<file path="src/rtl/cpu_controller.sv">
// cpu_controller: instruction-sequencing FSM that latches one 16-bit
// instruction per start handshake and drives every datapath control input
// through the read, execute and write-back cycles.
module cpu_controller (
  input  logic        clk,
  input  logic        rst,
  input  logic        start,
  input  logic [15:0] instr,
  output logic        waiting,
  output logic        done,
  output logic        illegal,
  output logic [15:0] datapath_in,
  output logic        wb_sel,
  output logic [2:0]  w_addr,
  output logic        w_en,
  output logic [2:0]  r_addr,
  output logic        en_A,
  output logic        en_B,
  output logic [1:0]  shift_op,
  output logic        sel_A,
  output logic        sel_B,
  output logic [1:0]  ALU_op,
  output logic        en_C,
  output logic        en_status
);

  typedef enum logic [2:0] {
    S_WAIT, S_DECODE, S_LOAD_A, S_LOAD_B, S_EXEC, S_WR_IMM, S_WR_REG
  } state_t;

  state_t      r_state;
  state_t      w_next;
  logic [15:0] r_ir;

  // Instruction fields of the latched IR.
  logic [2:0] w_opc;
  logic [1:0] w_op;
  logic [2:0] w_rn;
  logic [2:0] w_rd;
  logic [2:0] w_rm;
  assign w_opc = r_ir[15:13];
  assign w_op  = r_ir[12:11];
  assign w_rn  = r_ir[10:8];
  assign w_rd  = r_ir[7:5];
  assign w_rm  = r_ir[2:0];

  // Decoded instruction class.
  logic w_is_movi, w_is_movr, w_is_alu, w_is_cmp, w_is_mvn, w_uses_a, w_legal;
  assign w_is_movi = (w_opc == 3'b110) && (w_op == 2'b10);
  assign w_is_movr = (w_opc == 3'b110) && (w_op == 2'b00);
  assign w_is_alu  = (w_opc == 3'b101);
  assign w_is_cmp  = w_is_alu && (w_op == 2'b01);
  assign w_is_mvn  = w_is_alu && (w_op == 2'b11);
  assign w_uses_a  = w_is_alu && !w_is_mvn;
  assign w_legal   = w_is_movi || w_is_movr || w_is_alu;

  // Fields that are pure functions of IR, independent of state.
  assign datapath_in = {{8{r_ir[7]}}, r_ir[7:0]};
  assign shift_op    = r_ir[4:3];
  assign sel_B       = 1'b0;
  assign ALU_op      = w_is_alu ? w_op : 2'b00;

  // State register; reset abandons any in-flight instruction.
  always_ff @(posedge clk or posedge rst) begin
    // NOTE: sequential state uses non-blocking assignment so every register
    // samples pre-edge values regardless of block ordering.
    if (rst) r_state <= S_WAIT;
    else     r_state <= w_next;
  end

  // Instruction register: loads only on an accepted start.
  always_ff @(posedge clk or posedge rst) begin
    // NOTE: IR is a single control register, so it is reset (to 0) along with
    // the state; it must not hold a stale instruction after reset.
    if (rst)                               r_ir <= 16'h0000;
    else if ((r_state == S_WAIT) && start) r_ir <= instr;
  end

  // Next-state and Moore control outputs.
  always_comb begin
    // NOTE: every output and w_next gets a default first so no path through
    // the case can leave a signal unassigned and infer a latch.
    w_next    = r_state;
    waiting   = 1'b0;
    done      = 1'b0;
    illegal   = 1'b0;
    wb_sel    = 1'b0;
    w_addr    = w_rd;
    w_en      = 1'b0;
    r_addr    = w_rn;
    en_A      = 1'b0;
    en_B      = 1'b0;
    sel_A     = 1'b0;
    en_C      = 1'b0;
    en_status = 1'b0;
    unique case (r_state)
      S_WAIT: begin
        waiting = 1'b1;
        if (start) w_next = S_DECODE;
      end
      S_DECODE: begin
        if (!w_legal) begin
          illegal = 1'b1;
          w_next  = S_WAIT;
        end else if (w_is_movi) begin
          w_next = S_WR_IMM;
        end else if (w_uses_a) begin
          w_next = S_LOAD_A;
        end else begin
          w_next = S_LOAD_B;
        end
      end
      S_LOAD_A: begin
        r_addr = w_rn;
        en_A   = 1'b1;
        w_next = S_LOAD_B;
      end
      S_LOAD_B: begin
        r_addr = w_rm;
        en_B   = 1'b1;
        w_next = S_EXEC;
      end
      S_EXEC: begin
        en_C  = 1'b1;
        sel_A = w_is_movr || w_is_mvn;
        if (w_is_cmp) begin
          en_status = 1'b1;
          done      = 1'b1;
          w_next    = S_WAIT;
        end else begin
          w_next = S_WR_REG;
        end
      end
      S_WR_IMM: begin
        wb_sel = 1'b1;
        w_addr = w_rn;
        w_en   = 1'b1;
        done   = 1'b1;
        w_next = S_WAIT;
      end
      S_WR_REG: begin
        wb_sel = 1'b0;
        w_addr = w_rd;
        w_en   = 1'b1;
        done   = 1'b1;
        w_next = S_WAIT;
      end
      default: w_next = S_WAIT;
    endcase
  end

endmodule

</file>
<file path="config.mk">
export PLATFORM = sky130hd
export DESIGN_NAME = cpu_controller
export DESIGN_NICKNAME = d
export VERILOG_FILES = /design/src/rtl/cpu_controller.sv
export SDC_FILE = /design/constraint.sdc
export NUM_CORES = 1
export LEC_CHECK = 0
export CAP_MARGIN = 20
export CORE_ASPECT_RATIO = 1.75
export CORE_UTILIZATION = 41
export DETAILED_ROUTE_END_ITERATION = 6
export PLACE_DENSITY_LB_ADDON = 0.12
export SLEW_MARGIN = 15
export SYNTH_ARGS = -nofsm -noshare
export SYNTH_HDL_FRONTEND = slang
export SYNTH_SLANG_ARGS = --single-unit
</file>
<file path="constraint.sdc">
create_clock -name clk -period 1.7 [get_ports clk]
set_input_delay 0.34 -clock clk [delete_from_list [all_inputs] [get_ports clk]]
set_output_delay 0.34 -clock clk [all_outputs]
set_load 0.05 [all_outputs]
</file>
==> results of run 1 <==
-- state kept, by name, summed over array words and instances, names as in the netlist --
name	flops
r_ir	16
r_state	3
-- stage by stage --
| stage | setup TNS [ns] | cells | instance area [um^2] | utilization | worst slack [ns] |
|---|---|---|---|---|---|
| 2_1_floorplan | -3.33 | 98 | 1240 | - | -0.591 |
| 3_3_place_gp | 0 | 172 | 1950 | 0.716 | 0.0503 |
| 3_5_place_dp | 0 | 172 | 1950 | 0.716 | 0.0429 |
| 4_1_cts | -1.87 | 183 | 2080 | 0.765 | -0.227 |
| 5_1_grt | -3.15 | 190 | 2170 | 0.798 | -0.301 |
| 6_report | -2.17 | 190 | 2170 | 0.798 | -0.227 |
-- layout make-up --
type	instances	area share
flip-flops and latches	19	0.222
well taps	27	0.0156
clock buffers	3	0.0190
clock inverters	1	0.00230
repair buffers	83	0.462
multi-input cells	53	0.270
inverters	4	0.00922
-- metal layers --
layer  routed length [um]  vias to the layer above
li1                     -                      451
met1                 1050                      495
met5                    0                        -
met3                  145                        6
met4                   64                        0
met2                 1690                       42
-- worst max-delay path, stage by stage (launching register included) --
cell and delay (ns):
dfrtp_1 0.39, buf_6 0.13, and2b_2 0.23, o21a_1 0.20, or2_4 0.24, buf_12 0.15
-- how the worst min path moves through the flow --
stage                     depth (start not counted)     from  slack [ns]       end
after floorplan                                   1      rst        0.29   r_ir[0]
final                                             3      rst        0.41  r_ir[11]
after global routing                              3      rst        0.44  r_ir[11]
after CTS                                         3      rst        0.42  r_ir[11]
after detailed placement                          1  r_ir[3]        0.52   r_ir[3]
after global placement                            1  r_ir[2]        0.52   r_ir[2]
-- cell usage after synthesis --
library cell   n  area share
nor3b_2        1       0.011
nand3b_1       1      0.0063
dfrtp_1       19        0.40
inv_1          4       0.013
o31ai_1        1      0.0063
mux2_2        12        0.11
o211ai_1       1      0.0063
or2b_1         1      0.0063
and2_4         1      0.0074
nand4b_1       1      0.0074
o211a_1        1      0.0084
nor3b_1        2       0.013
o21ai_0        3       0.013
nor2b_1        2       0.011
a21oi_1        2      0.0084
a31oi_1        1      0.0053
buf_4         19        0.12
nor3_1         1      0.0042
nor3_4         1       0.014
buf_6          2       0.019
mux2_4        10        0.13
and4b_1        1      0.0084
and2b_2        2       0.015
nor4b_1        1      0.0074
buf_12         1       0.017
o21bai_1       1      0.0063
nand2_1        1      0.0031
and3b_1        1      0.0074
o21a_1         1      0.0063
conb_1         1      0.0031
and3_1         1      0.0053
or2_1          1      0.0053
-- kinds of logic (layout without fill, tap and decap cells) --
group,Yosys count,after routing
AO/OA/AOI/OAI,11,11
buffers and inverters,26,91
flip-flops,19,19
multiplexers,22,22
other,1,1
AND/OR/NAND/NOR,19,19
-- repair_timing --
action | in CTS | in global routing
cloned | 0 | 0
endpoints found under the hold margin | 0 | 0
buffers inserted | 7 | 7
setup endpoints to repair | 13 | 33
resized for setup | 12 | 10
pin swaps | 3 | 6
==> impl_metrics.py, run 1 <==
metrics = {
    "timing": {
        "final_period_minus_worst_setup_slack_ns": 1.93,
        "hold_violations_final": 0,
        "clock.fmax_mhz": 519,
        "post-route-period-util": 1.13,
        "final_critical_path_setup_slack_ns": -0.227,
        "rsz0062_at_grt": "yes",
        "count_of_pins_over_their_slew_limit": 0,
        "clock_skew_ns": 0.00459,
        "whs_ns": 0.411,
        "setup_viol_count_final": 15,
    },
    "finish": {
        "final-seq-area_um2": 482,
        "layout-drive-gt1-share": 0.681,
        "most-common-layout-cells": "buf_4, buf_12, clkdlybuf4s50_1",
        "multi_input_logic_area_um2": 587,
        "antenna_cells_inserted": 0,
        "final_net_count": 183,
        "synthToLayoutAreaGrowth_pct": 82.4,
        "mostFrequentLayoutCell": "buf_4",
        "fillerInstances": 176,
    },
    "global_route": {
        "gr-usage-met2": 0.328,
        "gr-max-usage-layer": "met2",
        "grt_pass1_vias": 936,
        "globalRouteOverflowTotal": 0,
        "globalRouteTotalUtil": 0.187,
        "grt_first_pass_wirelength_um": 4460,
        "grt_start_max_net_pins": 20,
        "grtUsageMet1": 0.217,
        "met3_usage": 0.0319,
        "antenna_found_initial": 0,
    },
    "clocking": {
        "insertion_delay_ns": 0.26,
        "cts_sinks": 19,
        "htree_levels": 1,
        "clock_path_buffers": 2,
        "clock_tree.root_cell": "clkbuf_8",
        "tritoncts": "yes",
        "holdBufCountCts": 0,
        "numCtsBuffers": 3,
        "cts.reportedPaths.clkPinSlew_ns": 0.07,
    },
    "logic_synthesis": {
        "synth.yosys.seq_area_share": 0.399,
        "synth.ff_latch_count": 19,
        "synth_simple_gate_area_share": 0.130,
        "xor_xnor_share_of_the_synthesized_area": 0,
        "synth_top_family_by_area": "multiplexers",
        "synth-compound-area-share": 0.0599,
        "syn-mean-instance-area_um2": 12.2,
        "muxShareOfSynthArea": 0.239,
        "synthesis.nets": 117,
        "synthesized_netlist_cell_count": 98,
        "mappedNetlistArea_um2": 1190,
        "yosysUniqueCellTypes": 32,
        "synth_adder_area_share": 0,
        "yosys_warnings": 0,
    },
    "run_status": {
        "outcome": "complete, but fails checks",
        "violations": "setup timing",
    },
    "critical_path": {
        "critPathArrivalTime_ns": 1.59,
        "crit_fanout": 3,
        "setup.worst_path.end_class": "primary output",
        "reg2regPathDepth": 6,
        "timing.rr.end": "r_ir[7]",
        "reg2reg_setup_slack_ns": 0.10,
        "crit_path_end": "done",
        "critPathLaunchType": "flop",
        "reg2reg_start": "r_state[0]",
        "startpoint": "r_state[0]",
        "cp_data_required_time_ns": 1.36,
        "path_class": "reg -> out",
    },
    "job": {
        "maxCapViolCount": 0,
    },
    "floorplanning": {
        "io_pins": 56,
        "row_count": 25,
        "initial_core_util": 0.438,
        "die_width_um": 42.7,
        "core-area_um2": 2720,
        "die_area_um2": 3130,
        "die_height_um": 73.3,
    },
    "worst_hold_path": {
        "hold_path.class": "in -> async",
    },
    "drt": {
        "drt_pre_antenna_iters": 4,
        "drt_first_iter_violations": 18,
        "routedWlPerCell_um": 15.5,
        "remaining_drc_errors": 0,
        "route.vias.total": 994,
        "detail_route_antenna_nets": 0,
        "vias_per_cell": 5.23,
        "routed_wirelength_um": 2950,
    },
    "place": {
        "globalplace.congestion": 0.788,
        "portBuffers": 54,
        "dpl.hpwl_um": 2090,
    },
}
Power of run 1 is left out: the tool's default activity adds up to more than one toggle a clock period on the data nets, which glitch-free logic cannot reach.
==> inputs of run 2 (changes only) <==
--- a/config.mk
+++ b/config.mk
@@ -7,10 +7,11 @@
 export LEC_CHECK = 0
 export CAP_MARGIN = 20
 export CORE_ASPECT_RATIO = 1.75
-export CORE_UTILIZATION = 41
+export CORE_UTILIZATION = 45
+export CTS_BUF_LIST = sky130_fd_sc_hd__clkbuf_4
 export DETAILED_ROUTE_END_ITERATION = 6
 export PLACE_DENSITY_LB_ADDON = 0.12
-export SLEW_MARGIN = 15
+export SLEW_MARGIN = 10
 export SYNTH_ARGS = -nofsm -noshare
 export SYNTH_HDL_FRONTEND = slang
 export SYNTH_SLANG_ARGS = --single-unit
==> constraint.sdc (replaced) <==
create_clock -name clk -period 2.3 [get_ports clk]
set_input_delay 0.46 -clock clk [delete_from_list [all_inputs] [get_ports clk]]
set_output_delay 0.46 -clock clk [all_outputs]
set_load 0.05 [all_outputs]
==> run 2 against run 1 <==
Effect of this change:
- the run now ends clean
- worst hold slack improved by 0.13 ns
- critical path depth fell by 1
- first-iteration DRC count fell by 5.6%
- sequential cell count did not move
- final area fell by 23%
- via count fell by 16%
- clock skew rose by 0.00059 ns
- clock-buffer cell count rose by 1
- setup slack improved by 0.36 ns
- die area fell by 8.6%
- register-to-register slack improved by 0.66 ns
- largest cell class unchanged
==> impl_metrics.py, run 2 (same netlist as run 1, synthesis figures left out) <==
metrics = {
    "clocking": {
        "clock_tree.root_cell": "clkbuf_4",
        "insertion_delay_ns": 0.29,
        "clock_path_buffers": 2,
        "cts_sinks": 19,
        "numCtsBuffers": 3,
        "cts.reportedPaths.clkPinSlew_ns": 0.11,
        "htree_levels": 1,
        "tritoncts": "yes",
    },
    "finish": {
        "max_flop_register": "r_ir",
        "final_net_count": 154,
        "antenna_cells_inserted": 0,
        "synthToLayoutAreaGrowth_pct": 40.9,
        "most-common-layout-cells": "clkdlybuf4s50_1, dfrtp_1, mux2_2",
        "mostFrequentLayoutCell": "clkdlybuf4s50_1",
        "layout-drive-gt1-share": 0.410,
        "finish.cell_count_without_fillers": 160,
        "biggest_regs": "r_ir x16, r_state x3",
        "largest_reg_flops": 16,
    },
    "floorplanning": {
        "initial_core_util": 0.478,
        "row_count": 24,
        "die_height_um": 70.1,
        "die_width_um": 40.9,
        "io_pins": 56,
        "core-area_um2": 2490,
        "die_area_um2": 2860,
    },
    "drt": {
        "routed_wirelength_um": 2490,
        "route.vias.total": 830,
        "detail_route_antenna_nets": 0,
        "drt_first_iter_violations": 17,
        "routedWlPerCell_um": 15.6,
        "vias_per_cell": 5.19,
        "drt_pre_antenna_iters": 2,
        "remaining_drc_errors": 0,
    },
    "global_route": {
        "grt_start_max_net_pins": 20,
        "grt_pass1_vias": 777,
        "grt_first_pass_wirelength_um": 3760,
        "globalRouteOverflowTotal": 0,
        "antenna_found_initial": 0,
        "globalRouteTotalUtil": 0.190,
    },
    "timing": {
        "clock_skew_ns": 0.00518,
        "hold_violations_final": 0,
        "clock.fmax_mhz": 462,
        "rsz0062_at_grt": "no",
        "worstMarginPinSlew_ns": 0.725,
        "count_of_pins_over_their_slew_limit": 0,
        "totalNegativeSetupSlack_ns": 0,
        "setup_viol_count_final": 0,
        "final_critical_path_setup_slack_ns": 0.136,
        "post-route-period-util": 0.941,
        "final_period_minus_worst_setup_slack_ns": 2.16,
        "timing.slew.headroom": 0.516,
    },
    "critical_path": {
        "crit_fanout": 7,
        "critPathArrivalTime_ns": 1.70,
        "setup.worst_path.end_class": "primary output",
        "reg2reg_setup_slack_ns": 0.76,
        "cp_data_required_time_ns": 1.84,
        "path_class": "reg -> out",
        "critPathLaunchType": "flop",
    },
    "place": {
        "dpl.hpwl_um": 1960,
        "globalplace.congestion": 0.703,
        "placed_cells": 156,
        "pre_cts_slack_ns": 0.367,
        "portBuffers": 54,
    },
    "job": {
        "maxCapViolCount": 0,
    },
    "worst_hold_path": {
        "hold_path.class": "reg -> reg",
    },
    "run_status": {
        "outcome": "finished clean",
    },
}
run 2: area by class of cell:
type	count	area [um^2]
Clock buffer	4	30.0
Sequential cell	19	479
Timing Repair Buffer	54	583
Fill cell	199	815
Inverter	4	15.0
Tap cell	26	32.5
Multi-Input combinational cell	53	538
run 2: critical path, stage by stage, from the launching register on:
cell and delay, ns:
dfrtp_2 0.47, and2b_2 0.28, nand2_2 0.13, mux2_2 0.35, buf_4 0.19
run 2: stage by stage:
stage,hold WS (ns),cell area (um^2),util
floorplan,0.411,1210,-
CTS,0.544,1670,0.671
finish,0.539,1680,0.673
global placement,0.513,1640,0.659
detailed placement,0.519,1640,0.659
global route,0.558,1680,0.673
run 2: timing repair:
item                                    CTS  global route
endpoints found under the setup margin    0             4
buffers inserted                          0             0
hold buffers                              0             0
resized for setup                         0             3
run 2: path summary, 6_finish.rpt:
kind,start,endpoint,depth (start not counted)
setup / recovery,r_state[1],w_addr[0],4
hold / removal,r_ir[5],r_ir[5],1
setup reg to reg,r_state[2],r_ir[6],3
hold reg to reg,r_ir[5],r_ir[5],1
max in group asynchronous,rst,r_state[1],2
min in group asynchronous,rst,r_ir[14],2
run 2: metal layers:
| layer | share of wire | vias to the layer above | wire length [um] | GRT usage |
|---|---|---|---|---|
| met5 | 0 | - | 0 | 0 |
| met4 | 0.0080 | 0 | 20 | 0.0667 |
| met3 | 0.049 | 2 | 122 | 0.0254 |
| met2 | 0.58 | 29 | 1450 | 0.330 |
| met1 | 0.36 | 404 | 891 | 0.216 |
| li1 | - | 395 | - | - |
Power of run 2 is left out for the same reason.
==> inputs of run 3 (changes only) <==
--- a/config.mk
+++ b/config.mk
@@ -5,6 +5,7 @@
 export SDC_FILE = /design/constraint.sdc
 export NUM_CORES = 1
 export LEC_CHECK = 0
+export ABC_AREA = 0
 export CAP_MARGIN = 20
 export CORE_ASPECT_RATIO = 1.75
 export CORE_UTILIZATION = 45
==> results of run 3 <==
The final DEF is identical to that of run 2; final timing and power are the same.
Power of run 3 is left out for the same reason.
